File: src/rtl/rename_alloc_unit.sv
// Register rename and physical-register allocation: speculative and committed
// rename tables, a lowest-index free-list pick, and a registered ROB allocate port.
module rename_alloc_unit #(
  parameter  int NUM_ARCH = 32,
  parameter  int NUM_PHYS = 64,
  parameter  int PHYS_W   = 6,
  localparam int ARCH_W   = $clog2(NUM_ARCH),
  localparam int CNT_W    = PHYS_W + 1
) (
  input  logic              clk,
  input  logic              reset,
  input  logic              dec_valid,
  input  logic [ARCH_W-1:0] dec_dest_arch,
  input  logic [ARCH_W-1:0] dec_src1_arch,
  input  logic [ARCH_W-1:0] dec_src2_arch,
  output logic              dec_ready,
  output logic              alloc_valid,
  output logic [ARCH_W-1:0] alloc_dest_arch,
  output logic [PHYS_W-1:0] alloc_dest_phys,
  output logic [PHYS_W-1:0] alloc_src1_phys,
  output logic [PHYS_W-1:0] alloc_src2_phys,
  input  logic              alloc_accepted,
  input  logic              commit_valid,
  input  logic [ARCH_W-1:0] commit_dest_arch,
  input  logic [PHYS_W-1:0] commit_dest_phys,
  input  logic              recover,
  output logic [CNT_W-1:0]  free_count
);

  typedef logic [PHYS_W-1:0] tag_t;

  localparam logic [NUM_PHYS-1:0] FREE_RST =
    {{(NUM_PHYS-NUM_ARCH){1'b1}}, {NUM_ARCH{1'b0}}};

  tag_t                spec_rat_q [NUM_ARCH];
  tag_t                spec_rat_d [NUM_ARCH];
  tag_t                comm_rat_q [NUM_ARCH];
  tag_t                comm_rat_d [NUM_ARCH];
  tag_t                ident_rat  [NUM_ARCH];
  logic [NUM_PHYS-1:0] free_map_q, free_map_d;
  logic [NUM_PHYS-1:0] used_map_q, used_map_d;
  logic [CNT_W-1:0]    free_count_q, free_count_d;

  logic                alloc_valid_q, alloc_valid_d;
  logic [ARCH_W-1:0]   alloc_dest_arch_q, alloc_dest_arch_d;
  tag_t                alloc_dest_phys_q, alloc_dest_phys_d;
  tag_t                alloc_src1_phys_q, alloc_src1_phys_d;
  tag_t                alloc_src2_phys_q, alloc_src2_phys_d;

  logic accept;
  logic need_alloc;
  logic commit_en;
  tag_t commit_old;
  tag_t pick_tag;

  for (genvar g = 0; g < NUM_ARCH; g++) begin : g_ident
    assign ident_rat[g] = tag_t'(g);
  end

  // free_count_q is the exact popcount of free_map_q, so a nonzero count
  // guarantees the picker below finds a free tag.
  assign dec_ready  = !recover && (!alloc_valid_q || alloc_accepted) &&
                      ((free_count_q != '0) || (dec_dest_arch == '0));
  assign accept     = dec_valid && dec_ready;
  assign need_alloc = accept && (dec_dest_arch != '0);
  assign commit_en  = commit_valid && (commit_dest_arch != '0);
  assign commit_old = comm_rat_q[commit_dest_arch];

  // Downward scan: the last hit written is the lowest-index free tag.
  always_comb begin
    pick_tag = '0;
    for (int i = NUM_PHYS - 1; i >= 0; i--) begin
      if (free_map_q[i]) pick_tag = tag_t'(i);
    end
  end

  always_comb begin
    // NOTE: every signal driven here gets its default first, so no path leaves one unassigned and no latch is inferred.
    comm_rat_d        = comm_rat_q;
    spec_rat_d        = spec_rat_q;
    used_map_d        = used_map_q;
    free_map_d        = free_map_q;
    alloc_valid_d     = alloc_valid_q;
    alloc_dest_arch_d = alloc_dest_arch_q;
    alloc_dest_phys_d = alloc_dest_phys_q;
    alloc_src1_phys_d = alloc_src1_phys_q;
    alloc_src2_phys_d = alloc_src2_phys_q;

    if (commit_en) begin
      comm_rat_d[commit_dest_arch] = commit_dest_phys;
      used_map_d[commit_old]       = 1'b0;
      used_map_d[commit_dest_phys] = 1'b1;
      free_map_d[commit_old]       = 1'b1;
    end

    if (recover) begin
      // Restore from the committed view including this cycle's commit.
      spec_rat_d    = comm_rat_d;
      free_map_d    = ~used_map_d;
      alloc_valid_d = 1'b0;
    end else if (accept) begin
      alloc_valid_d     = 1'b1;
      alloc_dest_arch_d = dec_dest_arch;
      alloc_src1_phys_d = spec_rat_q[dec_src1_arch];
      alloc_src2_phys_d = spec_rat_q[dec_src2_arch];
      alloc_dest_phys_d = '0;
      if (need_alloc) begin
        free_map_d[pick_tag]      = 1'b0;
        spec_rat_d[dec_dest_arch] = pick_tag;
        alloc_dest_phys_d         = pick_tag;
      end
    end else if (alloc_accepted) begin
      alloc_valid_d = 1'b0;
    end

    free_count_d = '0;
    for (int i = 0; i < NUM_PHYS; i++) begin
      free_count_d = free_count_d + CNT_W'(free_map_d[i]);
    end
  end

  // NOTE: state updates use non-blocking assignments so every flop samples the same pre-edge values.
  // NOTE: the rename tables are reset to identity maps because they are architectural state, not scratch storage.
  always_ff @(posedge clk) begin
    if (reset) begin
      spec_rat_q        <= ident_rat;
      comm_rat_q        <= ident_rat;
      free_map_q        <= FREE_RST;
      used_map_q        <= ~FREE_RST;
      free_count_q      <= CNT_W'(NUM_PHYS - NUM_ARCH);
      alloc_valid_q     <= 1'b0;
      alloc_dest_arch_q <= '0;
      alloc_dest_phys_q <= '0;
      alloc_src1_phys_q <= '0;
      alloc_src2_phys_q <= '0;
    end else begin
      spec_rat_q        <= spec_rat_d;
      comm_rat_q        <= comm_rat_d;
      free_map_q        <= free_map_d;
      used_map_q        <= used_map_d;
      free_count_q      <= free_count_d;
      alloc_valid_q     <= alloc_valid_d;
      alloc_dest_arch_q <= alloc_dest_arch_d;
      alloc_dest_phys_q <= alloc_dest_phys_d;
      alloc_src1_phys_q <= alloc_src1_phys_d;
      alloc_src2_phys_q <= alloc_src2_phys_d;
    end
  end

  assign alloc_valid     = alloc_valid_q;
  assign alloc_dest_arch = alloc_dest_arch_q;
  assign alloc_dest_phys = alloc_dest_phys_q;
  assign alloc_src1_phys = alloc_src1_phys_q;
  assign alloc_src2_phys = alloc_src2_phys_q;
  assign free_count      = free_count_q;

endmodule

File: config.mk
export PLATFORM = sky130hd
export DESIGN_NAME = rename_alloc_unit
export DESIGN_NICKNAME = d
export VERILOG_FILES = /design/src/rtl/rename_alloc_unit.sv
export SDC_FILE = /design/constraint.sdc
export NUM_CORES = 2
export LEC_CHECK = 0
export CELL_PAD_IN_SITES_DETAIL_PLACEMENT = 0
export CELL_PAD_IN_SITES_GLOBAL_PLACEMENT = 1
export CORE_MARGIN = 2
export CORE_UTILIZATION = 49
export DETAILED_ROUTE_END_ITERATION = 7
export GPL_TIMING_DRIVEN = 0
export PLACE_DENSITY = 0.89
export SLEW_MARGIN = 20
export SYNTH_ARGS = -nofsm -noshare
export SYNTH_HDL_FRONTEND = slang
export SYNTH_SLANG_ARGS = --single-unit
File: constraint.sdc
create_clock -name clk -period 11.5 [get_ports clk]
set_clock_uncertainty 0.15 [all_clocks]
set_input_delay 1.725 -clock clk [delete_from_list [all_inputs] [get_ports clk]]
set_output_delay 1.725 -clock clk [all_outputs]
set_load 0.005 [all_outputs]
# Word level (Yosys, flattened, before mapping)
# Index checks and enable logic that the tools add are counted.
[op_classes]
addsub = 63
order_cmp = 12
muxes = 97
n_bitwise = 12
reduce_logical = 24
[ops]
columns = ["cell", "n"]
rows = [
  ["192-bit two-way mux", 4],
  ["6-bit two-way mux", 73],
  ["7-bit by 1-bit adder with 7-bit output", 57],
  ["192-bit bitwise mux", 2],
  ["64-bit two-way mux", 5],
  ["64-bit inverter", 3],
  ["64-bit bitwise AND", 2],
  ["64-bit OR", 2],
  ["6-bit binary-select mux with 5-bit select", 3],
  ["6-bit demux with 5-bit select", 2],
  ["6-bit greater-or-equal comparator, second input constant", 4],
  ["5-bit inverter with 6-bit output", 4],
  ["6-bit by 7-bit less-than comparator with 1-bit output, second input constant", 3],
  ["1-bit demux with 6-bit select", 3],
  ["6-bit by 1-bit greater-or-equal comparator with 1-bit output, second input constant", 3],
  ["6-bit by 1-bit less-than comparator with 1-bit output, second input constant", 2],
  ["1-bit logical AND", 10],
  ["5-bit nonzero test", 2],
  ["6-bit by 1-bit adder with 7-bit output", 1],
  ["7-bit nonzero test", 1],
  ["5-bit by 1-bit adder with 6-bit output", 1],
  ["2-bit nonzero test", 3],
  ["4-bit by 1-bit adder with 5-bit output", 1],
  ["5-bit zero test", 1],
  ["9 further kinds", 16],
]
[word_totals]
reg_bits = 543
in_bits = 32
out_inout_bits = 32
word_cells = 280

# Longest topological paths before layout
[depth]
ltp_word = 136
ltp_mapped = 32
depth_no_buf = 29

# Worst setup path after synthesis
# No wires, ideal clock.
[synth_timing]
kind = "in2reg"
from = "in commit_dest_arch[1]"
to = "reg free_count_q[5] (netlist: free_count[5])"
setup_time_ns = 0.128
arrival_ns = 9.075
required_time_ns = 11.222
path_slack_ns = 2.147
cell_stages = 32
n_path_buf = 4
path_cell_list = "buf_6 > buf_6 > buf_6 > mux2i_1 > o22ai_1 > nor4_4 > nand2_2 > nor3b_2 > buf_4 > nand2_1 > a22oi_1 > nand2_1 > fa_1 > inv_1 > fa_1 > inv_1 > fa_1 > fa_1 > inv_1 > fa_1 > fa_1 > fa_1 > inv_1 > fa_1 > inv_1 > ha_1 > a21o_1 > a21o_1 > a21o_1 > a21oi_1 > xor2_1 > nand2_1"
[synth_via]
elab_chain_cells = 77
word_cells_on_any_way = 85
classes_between = "add/sub: 63; order compare: 2; mux: 10; bitwise: 7; reduce/logical: 3"
[synth_rtl]
columns = ["item", "line_no", "text"]
rows = [
  ["start, declared", "24", "input logic [ARCH_W-1:0] commit_dest_arch,"],
  ["5-bit inverter with 6-bit output (not written as such)", "67", "assign commit_old = comm_rat_q[commit_dest_arch];"],
  ["6-bit binary-select mux with 5-bit select", "67", ""],
  ["6-bit two-way mux (not written as such) (2 in a row)", "67", ""],
  ["6-bit by 7-bit less-than comparator with 1-bit output (not written as such) / 6-bit by 1-bit greater-or-equal comparator with 1-bit output (equally long branches)", "91, 93", ""],
  ["1-bit logical AND (not written as such)", "91, 93", ""],
  ["1-bit two-way mux (not written as such)", "91, 93", ""],
  ["1-bit demux with 6-bit select", "91, 93", ""],
  ["64-bit OR (no source line) / 64-bit inverter (equally long branches)", "--", ""],
  ["[... 5 more ...]", "--", ""],
  ["1-bit by 1-bit adder with 2-bit output", "118", "free_count_d = free_count_d + CNT_W'(free_map_d[i]);"],
  ["2-bit by 1-bit adder with 3-bit output", "118", ""],
  ["3-bit by 1-bit adder with 4-bit output", "118", ""],
  ["4-bit by 1-bit adder with 5-bit output", "118", ""],
  ["5-bit by 1-bit adder with 6-bit output", "118", ""],
  ["6-bit by 1-bit adder with 7-bit output", "118", ""],
  ["7-bit by 1-bit adder with 7-bit output (56 in a row)", "118", ""],
  ["7-bit by 1-bit adder with 7-bit output *", "118", ""],
  ["end signal, assigned", "130", "free_count_q <= CNT_W'(NUM_PHYS - NUM_ARCH);"],
  ["end signal, assigned", "141", "free_count_q <= free_count_d;"],
  ["end, declared", "42", "logic [CNT_W-1:0] free_count_q, free_count_d;"],
]
# Every way passes the cells marked *; elsewhere a longest branch is shown, timed or not. The select of a mux whose other input is x is not followed.
# A chain may end at the register's enable or synchronous reset.

# Worst setup path after layout
[layout_timing]
from = "in commit_dest_arch[0]"
to = "reg free_count_q[5] (netlist: free_count[5])"
# Same word-level chain as after synthesis.

==> results.sh <==
export IMPL_die_x_um=248
export IMPL_setup_violations_final=0
export IMPL_cap_violations=0
export IMPL_synth_top_area_share=0.373
export IMPL_synth_top_area_cell="dfxtp_1"
export IMPL_hold_viol=0
export IMPL_ys_flop_type="dfxtp_1"
export IMPL_clock_fmax_ghz=0.0875
export IMPL_via_per_inst=7.35
export IMPL_worstMarginPinSlew_ps=1360
export IMPL_synth_cell_types=91
export IMPL_power_density_nw_per_um2=192
export IMPL_fill_cells=5351
export IMPL_drt_pass1_iter_count=8
export IMPL_worstPathArrival_ps=11780
export IMPL_period_share=0.994
export IMPL_leakage_nw=12.2
export IMPL_path_clk_slew_ps=60
export IMPL_synth_cells=3114
export IMPL_cts_buffer_depth=3
export IMPL_cts_sinks=543
export IMPL_yosys_warnings=0
export IMPL_cts_root_buf="clkbuf_16"
export IMPL_synth_fp_nets=3215
export IMPL_synth_area_top_cells="dfxtp_1 37%, mux4_2 9.3%, mux2i_1 9.2%"
export IMPL_post_cts_setup_buffers=0
export IMPL_cp_max_fo=10
export IMPL_nets=3337
export IMPL_tritoncts="yes"
export IMPL_peakVddDrop_mv=0.483
export IMPL_gp_congestion=1.18
export IMPL_cts_resized=0
export IMPL_initial_utilization=0.494
export IMPL_crit_type="primary input to flip-flop"
export IMPL_final_util=0.559
export IMPL_drt_iter0_drc=5517
export IMPL_area_growth_pct=13.1
export IMPL_period_minus_slack_ps=11430
export IMPL_dieArea_sq_um=61400
export IMPL_io_buffers=54
export IMPL_grtUsageTotal=0.502
export IMPL_cp_data_required_time_ps=11850
export IMPL_synth_edf_count=0
export IMPL_timing_setup_tns_ps=0
export IMPL_avgSynthCellArea_sq_um=9.35
export IMPL_clk_latency_ps=690
export IMPL_grt_start_max_net_pins=17
export IMPL_drive_gt1_frac=0.108
export IMPL_rrSetupSlack_ps=1290
export IMPL_dp_hpwl_mm=120
export IMPL_relSlewSlack=0.0878
export IMPL_io_pins=64
export IMPL_routedWlPerCell_um=38.6
export IMPL_die_height_um=248
export IMPL_h_tree_depth=2
export IMPL_cts_buffers=59
export IMPL_status="finished, violations left"
export IMPL_ctsHoldBuffers=0
export IMPL_grt_pass1_vias=27360
export IMPL_worst_setup_path_start_kind="primary input"
export IMPL_synth_seq_cells=543
export IMPL_coreArea_sq_um=58900
export IMPL_yosysSeqAreaShare=0.373
export IMPL_gr_total_overflow=0
export IMPL_end_kind="flip-flop"
export IMPL_drc=23
export IMPL_grt_antenna_before_repair=8
export IMPL_ant_nets=0
export IMPL_hold_path_class="flip-flop to flip-flop"
export IMPL_num_vias=29897
export IMPL_rows=89
export IMPL_grt_pass1_wl_mm=212
export IMPL_violations="DRC"
export IMPL_synth_area_sq_um=29100
export IMPL_slew_viol_final=0
export IMPL_synthArstFlopShare=0
export IMPL_wirelength_mm=157
==> cell type report <==
type	instances	area (sq um)	share of cell area
well taps	773	967	0.0294
flip-flops and latches	543	10900	0.330
repair buffers	61	607	0.0184
multi-input cells	2250	17000	0.516
clock inverters	26	394	0.0120
plain buffers	237	1030	0.0313
diodes	6	15.0	0.000456
inverters	84	315	0.00957
clock buffers	86	1740	0.0528
==> sequential cells by signal, indices dropped and copies added, names as in the netlist <==
register	cells
alloc_src2_phys	6
alloc_src1_phys	6
spec_rat_q	192
comm_rat_q	192
alloc_dest_phys	6
free_count	7
alloc_dest_arch	5
alloc_valid	1
used_map_q	64
free_map_q	64
==> cells by family (layout without fill, tap and decap cells) <==
group | Yosys count | in the layout | share of synthesized area
and+or+nand+nor | 1045 | 1045 | 0.167
DFF | 543 | 543 | 0.373
AOI/OAI and AO/OA | 727 | 727 | 0.177
buffers and inverters | 321 | 494 | 0.0455
muxes | 406 | 406 | 0.192
xor gates and xnor gates | 3 | 3 | 0.000903
adders and majority gates | 69 | 69 | 0.0436
other | 0 | 6 | 0
==> cell usage after synthesis, drive strengths merged, types with 6 or more instances <==
cell type / number
nor4: 39
a221o: 93
nand2: 325
fa: 54
clkbuf: 178
o21ai: 150
or3: 6
and3: 17
buf: 59
nand4: 7
a22oi: 79
nor3b: 14
or4: 9
nand4bb: 6
mux4: 120
nor2: 435
a32oi: 10
a21oi: 139
nand2b: 14
and2: 29
o2bb2ai: 6
a222oi: 20
a211oi: 32
nand3b: 8
nor2b: 24
mux2: 17
ha: 15
nand3: 42
a32o: 6
a2bb2oi: 16
nor3: 43
mux2i: 269
a21o: 16
inv: 84
a221oi: 62
dfxtp: 543
o22ai: 56
or2: 9
==> worst max-delay path, cell delays in order <==
cell and delay, ps:
clkdlybuf4s50_1 610, buf_2 250, nand4bb_1 370, o22ai_1 170
nor4_1 920, nand2_1 390, nor3_4 670, nand2_1 170
a32oi_1 520, o21ai_0 330, fa_1 620, fa_1 440
fa_1 420, fa_1 580, inv_1 60, fa_1 520
fa_1 520, fa_1 550, inv_1 50, fa_1 520
inv_1 70, ha_1 280, a21o_1 170, a21o_1 200
a21o_1 180, a21oi_1 170, xor2_1 220, nand2_1 70
==> report_power, final <==
group          leakage [nW]  internal, mW  switching [mW]
clock network          1.05          1.25           0.885
registers              4.41          1.95          0.0487
logic                  6.69         0.839            1.36
total                  12.2          4.04            2.29
==> per-stage QoR <==
step	setup WS (ps)	hold WS [ps]	cell area, sq um	power [mW]	std cells
floorplan	2150	275	29100	3.46	3114
global placement	-555	289	30600	4.11	3941
detailed placement	-596	295	30700	4.14	3946
CTS	59.4	303	32900	6.23	4058
global route	-20.4	338	32900	6.55	4060
finish	72.0	301	32900	6.33	4066
==> layout by cell type, fill, tap and decap left out, drive strengths merged, types with 20 or more instances in the layout <==
| cell | n |
|---|---|
| and2 | 29 |
| a221oi | 62 |
| dfxtp | 543 |
| buf | 65 |
| a22oi | 79 |
| mux2i | 269 |
| o21ai | 150 |
| nor4 | 39 |
| nor2b | 24 |
| nor2 | 435 |
| a21oi | 139 |
| a222oi | 20 |
| fa | 54 |
| a211oi | 32 |
| mux4 | 120 |
| clkbuf | 265 |
| o22ai | 56 |
| a221o | 93 |
| clkdlybuf4s50 | 54 |
| nor3 | 43 |
| nand3 | 42 |
| inv | 87 |
| nand2 | 325 |
==> worst paths after layout <==
check / cells after the start / end / start
max: 28 / free_count[5] / commit_dest_arch[0]
min: 2 / spec_rat_q[28] / spec_rat_q[28]
max reg2reg: 27 / free_count[5] / free_map_q[32]
min reg2reg: 2 / spec_rat_q[28] / spec_rat_q[28]
==> routing by layer <==
| layer | vias up | share of wire | global-route usage |
|---|---|---|---|
| li1 | 11738 | - | - |
| met1 | 14602 | 0.38 | 0.668 |
| met2 | 2913 | 0.37 | 0.652 |
| met3 | 634 | 0.18 | 0.242 |
| met4 | 10 | 0.071 | 0.289 |
| met5 | - | 0.00079 | 0.00795 |
Note: power is estimated with default switching activity, not from simulation.
